### config.mk
export PLATFORM = sky130hd
export DESIGN_NAME = multicycle_control_fsm_flat
export DESIGN_NICKNAME = d
export VERILOG_FILES = /design/src/rtl/multicycle_control_fsm_pkg.sv /design/src/rtl/multicycle_control_fsm_if.sv /design/src/rtl/multicycle_control_fsm_timeout.sv /design/src/rtl/multicycle_control_fsm.sv /design/src/flat_wrapper.sv
export SDC_FILE = /design/constraint.sdc
export NUM_CORES = 1
export LEC_CHECK = 0
export CORE_UTILIZATION = 50
export CTS_CLUSTER_DIAMETER = 40
export DETAILED_ROUTE_END_ITERATION = 10
export HOLD_SLACK_MARGIN = 0.1
export PLACE_DENSITY = 0.87
export SLEW_MARGIN = 20
export SYNTH_ARGS = -nofsm -noshare
export SYNTH_HDL_FRONTEND = slang
export SYNTH_SLANG_ARGS = --single-unit
### constraint.sdc
create_clock -name clk -period 2.9 [get_ports clk]
set_clock_uncertainty 0.2 [all_clocks]
set_input_delay 0.58 -clock clk [delete_from_list [all_inputs] [get_ports clk]]
set_output_delay 0.58 -clock clk [all_outputs]
set_load 0.01 [all_outputs]
### src/rtl/multicycle_control_fsm_pkg.sv
// riscv_ctrl_pkg: opcodes, control encodings, state type and per-state strobe decode
package riscv_ctrl_pkg;
  localparam logic [6:0] OP_R = 7'b0110011;
  localparam logic [6:0] OP_I = 7'b0010011;
  localparam logic [6:0] OP_LOAD = 7'b0000011;
  localparam logic [6:0] OP_S = 7'b0100011;
  localparam logic [6:0] OP_SB = 7'b1100011;
  localparam logic [1:0] ALUOP_ADD = 2'b00;
  localparam logic [1:0] ALUOP_SUB = 2'b01;
  localparam logic [1:0] ALUOP_FUNCT = 2'b10;
  localparam logic [1:0] SRCB_RS2 = 2'b00;
  localparam logic [1:0] SRCB_FOUR = 2'b01;
  localparam logic [1:0] SRCB_IMM = 2'b10;
  typedef enum logic [3:0] {
    RST, FETCH, DECODE, EXEC_R, EXEC_I, ADDR, MEM_RD, MEM_WR, WB_ALU, WB_MEM, BRANCH, TRAP
  } state_t;
  typedef struct packed {
    logic mem_req;
    logic iord;
    logic alu_src_a;
    logic [1:0] alu_src_b;
    logic [1:0] alu_op;
    logic mem_read;
    logic mem_write;
    logic reg_to_mem;
    logic mem_to_reg;
    logic reg_write;
    logic branch;
  } ctrl_t;
  function automatic ctrl_t decode(state_t s);
    ctrl_t c;
    c = '0;
    case (s)
      FETCH: begin
        c.mem_req = 1'b1;
        c.mem_read = 1'b1;
        c.alu_src_b = SRCB_FOUR;
        c.alu_op = ALUOP_ADD;
      end
      DECODE: c.alu_src_b = SRCB_IMM;
      EXEC_R: begin
        c.alu_src_a = 1'b1;
        c.alu_src_b = SRCB_RS2;
        c.alu_op = ALUOP_FUNCT;
      end
      EXEC_I: begin
        c.alu_src_a = 1'b1;
        c.alu_src_b = SRCB_IMM;
        c.alu_op = ALUOP_FUNCT;
      end
      ADDR: begin
        c.alu_src_a = 1'b1;
        c.alu_src_b = SRCB_IMM;
      end
      MEM_RD: begin
        c.mem_req = 1'b1;
        c.mem_read = 1'b1;
        c.iord = 1'b1;
      end
      MEM_WR: begin
        c.mem_req = 1'b1;
        c.mem_write = 1'b1;
        c.iord = 1'b1;
        c.reg_to_mem = 1'b1;
      end
      WB_ALU: c.reg_write = 1'b1;
      WB_MEM: begin
        c.reg_write = 1'b1;
        c.mem_to_reg = 1'b1;
      end
      BRANCH: begin
        c.alu_src_a = 1'b1;
        c.alu_op = ALUOP_SUB;
        c.branch = 1'b1;
      end
      default: ;
    endcase
    return c;
  endfunction
endpackage

### src/rtl/multicycle_control_fsm_if.sv
// multicycle_control_fsm_if: controller <-> datapath/memory signal bundle
interface multicycle_control_fsm_if #(parameter int RET_W = 32);
  logic [6:0] Opcode;
  logic mem_ready;
  logic mem_req;
  logic IorD;
  logic IRWrite;
  logic PCWrite;
  logic Branch;
  logic ALUSrcA;
  logic [1:0] ALUSrcB;
  logic [1:0] ALUOp;
  logic MemRead;
  logic MemWrite;
  logic RegtoMem;
  logic MemtoReg;
  logic RegWrite;
  logic illegal;
  logic timeout;
  logic [RET_W-1:0] retired;
  modport master (
    input Opcode, mem_ready,
    output mem_req, IorD, IRWrite, PCWrite, Branch, ALUSrcA, ALUSrcB, ALUOp,
    output MemRead, MemWrite, RegtoMem, MemtoReg, RegWrite, illegal, timeout, retired
  );
  modport slave (
    output Opcode, mem_ready,
    input mem_req, IorD, IRWrite, PCWrite, Branch, ALUSrcA, ALUSrcB, ALUOp,
    input MemRead, MemWrite, RegtoMem, MemtoReg, RegWrite, illegal, timeout, retired
  );
endinterface

### src/rtl/multicycle_control_fsm_timeout.sv
// ctrl_mem_timeout: memory wait counter flagging the last permitted wait cycle
module ctrl_mem_timeout #(parameter int MEM_TIMEOUT = 16) (
  input logic clk,
  input logic rst,
  input logic clr_i,
  input logic en_i,
  output logic expired_o
);
  localparam int CW = $clog2(MEM_TIMEOUT);
  logic [CW-1:0] cnt_q;
  always_ff @(posedge clk) begin
    if (rst || clr_i) cnt_q <= '0;
    else if (en_i) cnt_q <= cnt_q + 1'b1;
  end
  assign expired_o = cnt_q == CW'(MEM_TIMEOUT - 1);
endmodule

### src/rtl/multicycle_control_fsm.sv
// multicycle_control_fsm: RV32 multi-cycle sequencer with memory handshake, timeout trap and retire count
module multicycle_control_fsm
  import riscv_ctrl_pkg::*;
#(
  parameter int MEM_TIMEOUT = 16,
  parameter int RET_W = 32
) (
  input logic clk,
  input logic reset,
  multicycle_control_fsm_if.master bus
);
  state_t state_q, state_d;
  ctrl_t ctrl_q;
  logic store_q, illegal_q, timeout_q;
  logic [RET_W-1:0] retired_q;
  logic mem_wait, expired, to_trap, retire;
  assign mem_wait = state_q inside {FETCH, MEM_RD, MEM_WR};
  assign to_trap = mem_wait && !bus.mem_ready && expired;
  assign retire = (state_q inside {WB_ALU, WB_MEM, BRANCH}) || (state_q == MEM_WR && bus.mem_ready);
  always_comb begin
    state_d = state_q;
    case (state_q)
      RST: state_d = FETCH;
      FETCH: state_d = bus.mem_ready ? DECODE : expired ? TRAP : FETCH;
      DECODE: state_d = bus.Opcode == OP_R ? EXEC_R :
                        bus.Opcode == OP_I ? EXEC_I :
                        (bus.Opcode == OP_LOAD || bus.Opcode == OP_S) ? ADDR :
                        bus.Opcode == OP_SB ? BRANCH : TRAP;
      EXEC_R, EXEC_I: state_d = WB_ALU;
      ADDR: state_d = store_q ? MEM_WR : MEM_RD;
      MEM_RD: state_d = bus.mem_ready ? WB_MEM : expired ? TRAP : MEM_RD;
      MEM_WR: state_d = bus.mem_ready ? FETCH : expired ? TRAP : MEM_WR;
      WB_ALU, WB_MEM, BRANCH: state_d = FETCH;
      default: state_d = TRAP;
    endcase
  end
  ctrl_mem_timeout #(.MEM_TIMEOUT(MEM_TIMEOUT)) u_timeout (
    .clk(clk),
    .rst(reset),
    .clr_i(state_d != state_q),
    .en_i(mem_wait && !bus.mem_ready),
    .expired_o(expired)
  );
  always_ff @(posedge clk) begin
    if (reset) begin
      state_q <= RST;
      ctrl_q <= '0;
      store_q <= 1'b0;
      illegal_q <= 1'b0;
      timeout_q <= 1'b0;
      retired_q <= '0;
    end else begin
      state_q <= state_d;
      ctrl_q <= decode(state_d);
      if (state_q == DECODE) store_q <= bus.Opcode == OP_S;
      illegal_q <= illegal_q | (state_d == TRAP);
      timeout_q <= timeout_q | to_trap;
      retired_q <= retired_q + RET_W'(retire);
    end
  end
  assign bus.mem_req = ctrl_q.mem_req;
  assign bus.IorD = ctrl_q.iord;
  assign bus.IRWrite = state_q == FETCH && bus.mem_ready;
  assign bus.PCWrite = state_q == FETCH && bus.mem_ready;
  assign bus.Branch = ctrl_q.branch;
  assign bus.ALUSrcA = ctrl_q.alu_src_a;
  assign bus.ALUSrcB = ctrl_q.alu_src_b;
  assign bus.ALUOp = ctrl_q.alu_op;
  assign bus.MemRead = ctrl_q.mem_read;
  assign bus.MemWrite = ctrl_q.mem_write;
  assign bus.RegtoMem = ctrl_q.reg_to_mem;
  assign bus.MemtoReg = ctrl_q.mem_to_reg;
  assign bus.RegWrite = ctrl_q.reg_write;
  assign bus.illegal = illegal_q;
  assign bus.timeout = timeout_q;
  assign bus.retired = retired_q;
endmodule

### src/flat_wrapper.sv
// flat-port wrapper written by rule: the top's interface ports become plain ports
module multicycle_control_fsm_flat import riscv_ctrl_pkg::*;
#(
  parameter int MEM_TIMEOUT = 16,
  parameter int RET_W = 32
)
  (clk, reset, bus_Opcode, bus_mem_ready, bus_mem_req, bus_IorD, bus_IRWrite, bus_PCWrite, bus_Branch, bus_ALUSrcA, bus_ALUSrcB, bus_ALUOp, bus_MemRead, bus_MemWrite, bus_RegtoMem, bus_MemtoReg, bus_RegWrite, bus_illegal, bus_timeout, bus_retired);
  multicycle_control_fsm_if #(.RET_W(RET_W)) bus_i ();
  input logic clk;
  input logic reset;
  input wire logic [$bits(bus_i.Opcode)-1:0] bus_Opcode;
  input wire logic [$bits(bus_i.mem_ready)-1:0] bus_mem_ready;
  output wire logic [$bits(bus_i.mem_req)-1:0] bus_mem_req;
  output wire logic [$bits(bus_i.IorD)-1:0] bus_IorD;
  output wire logic [$bits(bus_i.IRWrite)-1:0] bus_IRWrite;
  output wire logic [$bits(bus_i.PCWrite)-1:0] bus_PCWrite;
  output wire logic [$bits(bus_i.Branch)-1:0] bus_Branch;
  output wire logic [$bits(bus_i.ALUSrcA)-1:0] bus_ALUSrcA;
  output wire logic [$bits(bus_i.ALUSrcB)-1:0] bus_ALUSrcB;
  output wire logic [$bits(bus_i.ALUOp)-1:0] bus_ALUOp;
  output wire logic [$bits(bus_i.MemRead)-1:0] bus_MemRead;
  output wire logic [$bits(bus_i.MemWrite)-1:0] bus_MemWrite;
  output wire logic [$bits(bus_i.RegtoMem)-1:0] bus_RegtoMem;
  output wire logic [$bits(bus_i.MemtoReg)-1:0] bus_MemtoReg;
  output wire logic [$bits(bus_i.RegWrite)-1:0] bus_RegWrite;
  output wire logic [$bits(bus_i.illegal)-1:0] bus_illegal;
  output wire logic [$bits(bus_i.timeout)-1:0] bus_timeout;
  output wire logic [$bits(bus_i.retired)-1:0] bus_retired;
  assign bus_i.Opcode = bus_Opcode;
  assign bus_i.mem_ready = bus_mem_ready;
  assign bus_mem_req = bus_i.mem_req;
  assign bus_IorD = bus_i.IorD;
  assign bus_IRWrite = bus_i.IRWrite;
  assign bus_PCWrite = bus_i.PCWrite;
  assign bus_Branch = bus_i.Branch;
  assign bus_ALUSrcA = bus_i.ALUSrcA;
  assign bus_ALUSrcB = bus_i.ALUSrcB;
  assign bus_ALUOp = bus_i.ALUOp;
  assign bus_MemRead = bus_i.MemRead;
  assign bus_MemWrite = bus_i.MemWrite;
  assign bus_RegtoMem = bus_i.RegtoMem;
  assign bus_MemtoReg = bus_i.MemtoReg;
  assign bus_RegWrite = bus_i.RegWrite;
  assign bus_illegal = bus_i.illegal;
  assign bus_timeout = bus_i.timeout;
  assign bus_retired = bus_i.retired;
  multicycle_control_fsm #(.MEM_TIMEOUT(MEM_TIMEOUT), .RET_W(RET_W)) u_core (.clk(clk), .reset(reset), .bus(bus_i));
endmodule
; Yosys cells after proc, flatten, opt, wreduce, memory -nomap -nowiden
; Cells that the tools add are included.
[op_classes]
addsub = 2
bitwise_logic = 2
n_eq_ne = 28
reduce_logical = 20
n_mux = 22
[op_table]
columns = op, n
row1 = 4-bit 2-to-1 mux, 9
row2 = 32-bit by 1-bit adder with 32-bit output, 1
row3 = 4-bit by 3-bit equality test with 1-bit output (second input constant), 8
row4 = 4-bit equality test (second input constant), 8
row5 = 4-bit case mux with 7 select lines, 1
row6 = 4-bit by 2-bit equality test with 1-bit output (second input constant), 4
row7 = 7-bit by 6-bit equality test with 1-bit output (second input constant), 2
row8 = 2-bit OR reduction, 5
row9 = 1-bit 2-to-1 mux, 9
row10 = 4-bit by 1-bit equality test with 1-bit output (second input constant), 2
row11 = 2-bit case mux with 2 select lines, 2
row12 = 4-bit OR reduction, 2
row13 = 7-bit by 2-bit equality test with 1-bit output (second input constant), 1
row14 = 7-bit by 5-bit equality test with 1-bit output (second input constant), 1
row15 = 7-bit equality test (second input constant), 1
row16 = 3-bit nonzero test, 2
row17 = 3-bit OR reduction, 2
row18 = 4-bit by 1-bit adder with 4-bit output (second input constant), 1
row19 = 1-bit logical AND, 4
row20 = 4-bit logical NOT, 1
row21 = 4-bit inequality test, 1
row22 = 1-bit logical OR, 3
row23 = 2-bit 2-to-1 mux, 1
row24 = 1-bit OR, 2
row25 = 1-bit logical NOT, 1
[word_totals]
wordCells = 91
reg_bits = 56
out_inout_bits = 49

; Logic depth before layout (Yosys ltp)
; Gate-level depths: netlist of the first run.
[depth]
depth_word = 9
mapped_depth = 12
ltp_nobuf = 11

; Hierarchy
; Synthesis of the first run repeated with hierarchy kept, for this count alone.
[hier_totals]
cells_unflattened = 280
area_unflattened_um2 = 2573.7
[by_module_without_submodules]
columns = module, area_each_um2, cells_each, seq_area_each_um2, n_inst
row1 = multicycle_control_fsm, 2379.8, 262, 1021.0, 1
row2 = ctrl_mem_timeout, 193.9, 18, 80.1, 1

; Worst setup path after synthesis of the first run
; OpenSTA, ideal clock, no wires.
[synth_timing]
path_kind = input to register
start = in bus_mem_ready
end = reg u_core.retired_q[26] (netlist: u_core.bus.retired[26])
t_required_ps = 2572
path_slack_ps = 221
arrival_ps = 2352
setup_ps = 128
path_stages = 11
path_buffers = 2
path_cell_list = clkbuf_2 -> nand3_1 -> o31ai_1 -> ha_1 -> ha_1 -> and4_1 -> nand3_1 -> clkbuf_1 -> nor4_1 -> xnor2_1 -> nor2_1
[synth_between]
elab_chain_len = 3
[synth_rtl]
columns = element, line
row1 = start: declaration, flat_wrapper.sv:12  ; input wire logic [$bits(bus_i.mem_ready)-1:0] bus_mem_ready;
row2 = 1-bit logical AND, multicycle_control_fsm.sv:19  ; assign retire = (state_q inside {WB_ALU, WB_MEM, BRANCH}) || (state_q == MEM_WR && bus.mem_ready);
row3 = 1-bit logical OR, multicycle_control_fsm.sv:19
row4 = 32-bit by 1-bit adder with 32-bit output, multicycle_control_fsm.sv:58  ; retired_q <= retired_q + RET_W'(retire);
row5 = end signal: assignment, multicycle_control_fsm.sv:58
row6 = end: declaration, multicycle_control_fsm.sv:15  ; logic [RET_W-1:0] retired_q;
; Every way passes these cells.
; A chain may end at the register's enable or synchronous reset.

; Worst setup path in the final report of the first run
[layout_timing]
start = in bus_mem_ready
end = out bus_IRWrite
[layout_between]
elab_chain_len = 1
[layout_rtl]
columns = element, line
row1 = 1-bit logical AND, multicycle_control_fsm.sv:63  ; assign bus.IRWrite = state_q == FETCH && bus.mem_ready;
row2 = end: declaration, flat_wrapper.sv:15  ; output wire logic [$bits(bus_i.IRWrite)-1:0] bus_IRWrite;
; Every way passes these cells.

==> flow_summary.yaml, run 1 <==
status:
  status: "completed"
place:
  io_buffers: 58
  gp_congestion: 0.901
  dp_hpwl_um: 4220
  dp_slack_ns: -0.158
  post_dp_cell_area_mm2: 0.00328
yosys:
  postSynthAreaPerCell_um2: 8.86
  synth_warnings: 0
  ys_ff_latch: 55
  synth.net_count: 307
  netlist_instances: 294
  synthDistinctLibCells: 56
  yosys_most_used_dff: "dfxtp_1"
  ys_top_cells_by_area: "dfxtp_1, xnor2_1, nor2_1"
  syn_area_mm2: 0.00260
  ys_async_sr_fraction_pct: 0
  synth_area_leader_cell: "dfxtp_1"
  synth_top_cell_area_share_pct: 42.3
  synth_seq_area_share_pct: 42.3
  synth_edf_count: 0
power:
  power_leakage_nw: 1.15
  ir_drop_v: 0.000243
  power_density_mw_per_mm2: 410
worst_setup_path:
  critical_path.max_stage_delay_ns: 0.53
  path_delay_family: "buffers and inverters"
  critPathSlowestCell: "clkdlybuf4s50_1"
  path_depth: 5
  critical_path_arrival_ns: 1.99
  rr_worst_depth: 10
  worstPathRequired_ns: 2.12
  critPathCaptureType: "primary output"
  critPathKind: "in -> out"
  cp_common_cell: "clkdlybuf4s50_1"
  critical_path_buf_inv_count: 4
  cp_max_fo: 7
  crit_chain: "clkdlybuf4s50_1 -> buf_4 -> nand3_1 -> inv_1 -> clkdlybuf4s50_1"
  worst_setup_path_start_kind: "input port"
routing:
  drt_iter0_drc: 147
  via_per_inst: 5.43
  totalWireLength_um: 5590
  antenna_left: 0
  vias: 2313
  drc: 0
  drtPass1Iterations: 4
  wl_per_cell_um: 13.1
clock_tree:
  clk_latency_ns: 0.31
  cts_buffers: 5
  cts.sinks: 55
  cts_tree: "yes"
  clockBufferDepth: 2
  cts_setup_buffers: 0
  cts_root_buffer: "clkbuf_8"
  clkTransAtPathRegs_ns: 0.09
  ctsResizeCount: 0
  cts_hold_buf: 0
  htree_levels: 2
floorplan:
  dieArea_mm2: 0.00550
  ios: 59
  die_w_um: 74.2
  core_mm2: 0.00488
  rows: 25
  initial_core_util_pct: 53.4
  die_h_um: 74.2
layout:
  regArea_mm2: 0.00110
  area_growth_syn_to_layout_pct: 29.7
  antenna_cells: 0
  final_util_pct: 69.2
  fin_area_mm2: 0.00338
  nets: 371
  multi_input_area_mm2: 0.00136
  layout_common_cells: "clkdlybuf4s50_1, dfxtp_1, nor2_1, nand3_1, xnor2_1"
  layout.cells.most_common: "clkdlybuf4s50_1"
  drive_gt1_share_pct: 9.19
  num-fill-cells: 423
sta:
  finalHoldViolCount: 0
  finalSetupTns_ns: 0
  slew_violations: 0
  rsz0062_at_grt: "false"
  setup_slack_ns: 0.134
  post-route-period-util_pct: 95.4
  worstMarginPinSlew_ns: 0.634
  finalCriticalPeriod_ns: 2.77
  finalSetupViolations: 0
  max-slew-margin-rel_pct: 57.6
  max_freq_mhz: 362
global_routing:
  grt_use_total_pct: 21.4
  grt_pass1_vias: 2122
  antenna_found_initial: 0
  grt_overflow_total: 0
  grt_max_degree: 25
  grt_pass1_wl_um: 9200
worst_hold_path:
  hold_depth: 2
  min-delay-path-class: "reg -> reg"
run:
  cap_violations: 0
==> final cells by class <==
cell class,instances,share of cell area [%]
multi-input cells,212,40.3
flip-flops and latches,55,32.6
repair buffers,74,20.7
well taps,67,2.48
clock buffers,5,2.04
inverters,10,1.11
clock inverters,3,0.741
==> flip-flops by register name (all words and copies together), names as in the netlist, 2 cells and up <==
name                    count
u_core.bus.retired         32
u_core.state_q              4
u_core.u_timeout.cnt_q      4
u_core.bus.ALUOp            2
u_core.bus.ALUSrcB          2
==> path summary, 6_finish.rpt <==
path | slack [ns] | start | to
hold reg to reg | 0.27 | u_core.store_q | u_core.store_q
hold / removal | 0.27 | u_core.store_q | u_core.store_q
setup / recovery | 0.13 | bus_mem_ready | bus_IRWrite
setup reg to reg | 0.27 | u_core.state_q[2] | u_core.bus.retired[25]
==> cell families (layout without fill, tap and decap cells) <==
logic type	Yosys count	after routing	share of synthesized area [%]
AOI/OAI and AO/OA	39	39	10.2
and+or+nand+nor	139	139	30.1
buffers and inverters	27	92	5.48
xor gates and xnor gates	30	30	10.1
muxes	1	1	0.384
adders and majority gates	3	3	1.44
DFF	55	55	42.3
==> worst min-delay path: stages (launching register included) <==
cell and delay, ns:
dfxtp_1 0.32, nand2_1 0.05, a21oi_1 0.05
==> Yosys cell counts, drive strengths merged (3+ instances only) <==
library cell	number
clkbuf	6
nand2	17
nand3b	3
o21ai	5
nor4	8
or3	4
xnor2	19
or3b	3
dfxtp	55
nor3	13
nand4	7
ha	3
nor2b	4
nor2	35
xor2	11
buf	11
inv	10
a21oi	15
and3	4
nand3	19
a211oi	4
nand2b	3
and4	4
==> per-layer routing <==
layer  routed length [µm]  vias to the layer above  GRT usage [%]
met4                  129                        0           8.55
met1                 2410                     1073           24.2
met3                  204                       15           3.66
met2                 2850                       57           39.6
met5                    0                        -              0
li1                     -                     1168              -
==> where the power goes <==
group	internal [W]	switching, W
Clock	0.000173	0.000249
Combinational	0.0000898	0.0000938
Sequential	0.000771	0.00000718
Total	0.00103	0.000350
==> through the flow <==
| stage | cells | power (W) | hold WS (ns) |
|---|---|---|---|
| final | 426 | 0.00138 | 0.267 |
| after global routing | 426 | 0.00145 | 0.299 |
| after CTS | 426 | 0.00140 | 0.272 |
| after detailed placement | 418 | 0.000979 | 0.258 |
| after global placement | 418 | 0.000974 | 0.238 |
| after floorplan | 294 | 0.000911 | 0.232 |
No activity file was read; power rests on OpenSTA's default activity.
==> inputs of run 2 (changes only) <==
--- a/config.mk
+++ b/config.mk
@@ -10,6 +10,7 @@
 export DETAILED_ROUTE_END_ITERATION = 10
 export HOLD_SLACK_MARGIN = 0.1
 export PLACE_DENSITY = 0.87
+export SETUP_SLACK_MARGIN = 0.2
 export SLEW_MARGIN = 20
 export SYNTH_ARGS = -nofsm -noshare
 export SYNTH_HDL_FRONTEND = slang
==> flow_summary.yaml, run 2 (synthesized netlist as in run 1, its figures left out) <==
status:
  status: "completed"
routing:
  via_per_inst: 5.49
  antenna_left: 0
  wl_per_cell_um: 13.5
  vias: 2337
  drc: 0
  drtPass1Iterations: 4
  drt_iter0_drc: 134
  totalWireLength_um: 5770
floorplan:
  rows: 25
  die_w_um: 74.2
  core_mm2: 0.00488
  ios: 59
  dieArea_mm2: 0.00550
  initial_core_util_pct: 53.4
  die_h_um: 74.2
power:
  power_leakage_nw: 1.22
  ir_drop_v: 0.000245
  power_density_mw_per_mm2: 399
clock_tree:
  cts_hold_buf: 0
  clk_latency_ns: 0.31
  cts_root_buffer: "clkbuf_8"
  htree_levels: 2
  clkTransAtPathRegs_ns: 0.11
  cts.sinks: 55
  cts_setup_buffers: 0
  clockBufferDepth: 2
  cts_buffers: 5
  cts_tree: "yes"
worst_setup_path:
  critical_path_buf_inv_count: 2
  critPathSlowestCell: "dfxtp_1"
  crit_chain: "inv_1 -> o31ai_2 -> ha_2 -> ha_1 -> and4_1 -> nand3_1 -> buf_6 -> nor4_4 -> xnor2_1 -> nor2_1"
  cp_max_fo: 12
  critical_path.max_stage_delay_ns: 0.41
  worst_setup_path_start_kind: "register"
  critPathKind: "reg -> reg"
  critPathCaptureType: "register"
  worstPathRequired_ns: 2.91
  critical_path_arrival_ns: 2.48
  path_delay_family: "simple AND/OR/NAND/NOR gates"
place:
  io_buffers: 58
  dpl.cell_count: 418
  post_dp_cell_area_mm2: 0.00328
  gp_congestion: 0.901
  dp_hpwl_um: 4220
sta:
  finalCriticalPeriod_ns: 2.47
  hold_ws_ns: 0.268
  post-route-period-util_pct: 85.2
  finalSetupViolations: 0
  max-slew-margin-rel_pct: 39.2
  rsz0062_at_grt: "false"
  max_freq_mhz: 405
  slew_violations: 0
  worstMarginPinSlew_ns: 0.910
  finalHoldViolCount: 0
  finalSetupTns_ns: 0
layout:
  drive_gt1_share_pct: 12.3
  antenna_cells: 0
  area_growth_syn_to_layout_pct: 33.2
  layout.cells.non_filler: 426
  nets: 371
  largest_reg_flops: 32
  layout_common_cells: "clkdlybuf4s50_1, dfxtp_1, nor2_1, nand3_1, xnor2_1"
  regArea_mm2: 0.00110
  num-fill-cells: 405
  fin_area_mm2: 0.00347
  multi_input_area_mm2: 0.00145
global_routing:
  grt_use_total_pct: 21.4
  use_met1_pct: 24.2
  grt_util_met3_pct: 3.66
  antenna_found_initial: 0
  grt_pass1_wl_um: 9200
  met2_usage_pct: 39.6
  grt_overflow_total: 0
  grt_max_degree: 25
  grt_pass1_vias: 2122
  busiest_layer: "met2"
run:
  cap_violations: 0
worst_hold_path:
  min-delay-path-class: "reg -> reg"
==> run 2: cell types whose count changed in the layout (fill, tap and decap cells not counted), sizes merged <==
cell           change
dlymetal6s2s       +1
dlygate4sd2        +2
clkdlybuf4s50      -3
==> run 2: tightest hold or removal path: stages (launching register included) <==
cell and delay [ns]:
dfxtp_1 0.32, nand2_1 0.05, a21oi_1 0.05
==> run 2: path summary, 6_finish.rpt <==
kind,start,to,slack (ns),depth (start not counted)
setup reg to reg,u_core.state_q[3],u_core.bus.retired[26],0.43,10
hold reg to reg,u_core.store_q,u_core.store_q,0.27,2
setup / recovery,u_core.state_q[3],u_core.bus.retired[26],0.43,10
hold / removal,u_core.store_q,u_core.store_q,0.27,2
==> run 2: power breakdown <==
group / switching (W) / internal (W)
Combinational: 0.0000941 / 0.0000887
Clock: 0.000249 / 0.000173
Sequential: 0.00000724 / 0.000771
==> run 2: area by class of cell <==
| type | instances | share of cell area [%] |
|---|---|---|
| clock inverters | 3 | 0.721 |
| repair buffers | 74 | 20.4 |
| well taps | 67 | 2.42 |
| inverters | 10 | 1.08 |
| clock buffers | 5 | 1.98 |
| flip-flops and latches | 55 | 31.7 |
| multi-input cells | 212 | 41.7 |
==> run 2: repair_timing <==
action | 4_1_cts | 5_1_grt
pin swaps | 0 | 2
gates resized for setup | 3 | 16
hold endpoints to repair | 0 | 0
endpoints found under the setup margin | 4 | 20
==> run 2: stage by stage <==
| step | util (%) | setup slack [ns] | total power [W] |
|---|---|---|---|
| CTS | 69.3 | 0.150 | 0.00140 |
| global placement | 67.3 | -0.0943 | 0.000974 |
| finish | 71.1 | 0.430 | 0.00138 |
| global route | 71.1 | 0.244 | 0.00144 |
| floorplan | - | 0.221 | 0.000911 |
| detailed placement | 67.3 | -0.158 | 0.000979 |
==> run 2: metal layers <==
metal  wire length, µm  part of all wire [%]  up-vias
met3               216                   3.7       15
met5                 0                     0        -
li1                  -                     -     1167
met1              2420                    42     1082
met4               138                   2.4        0
met2              2990                    52       73
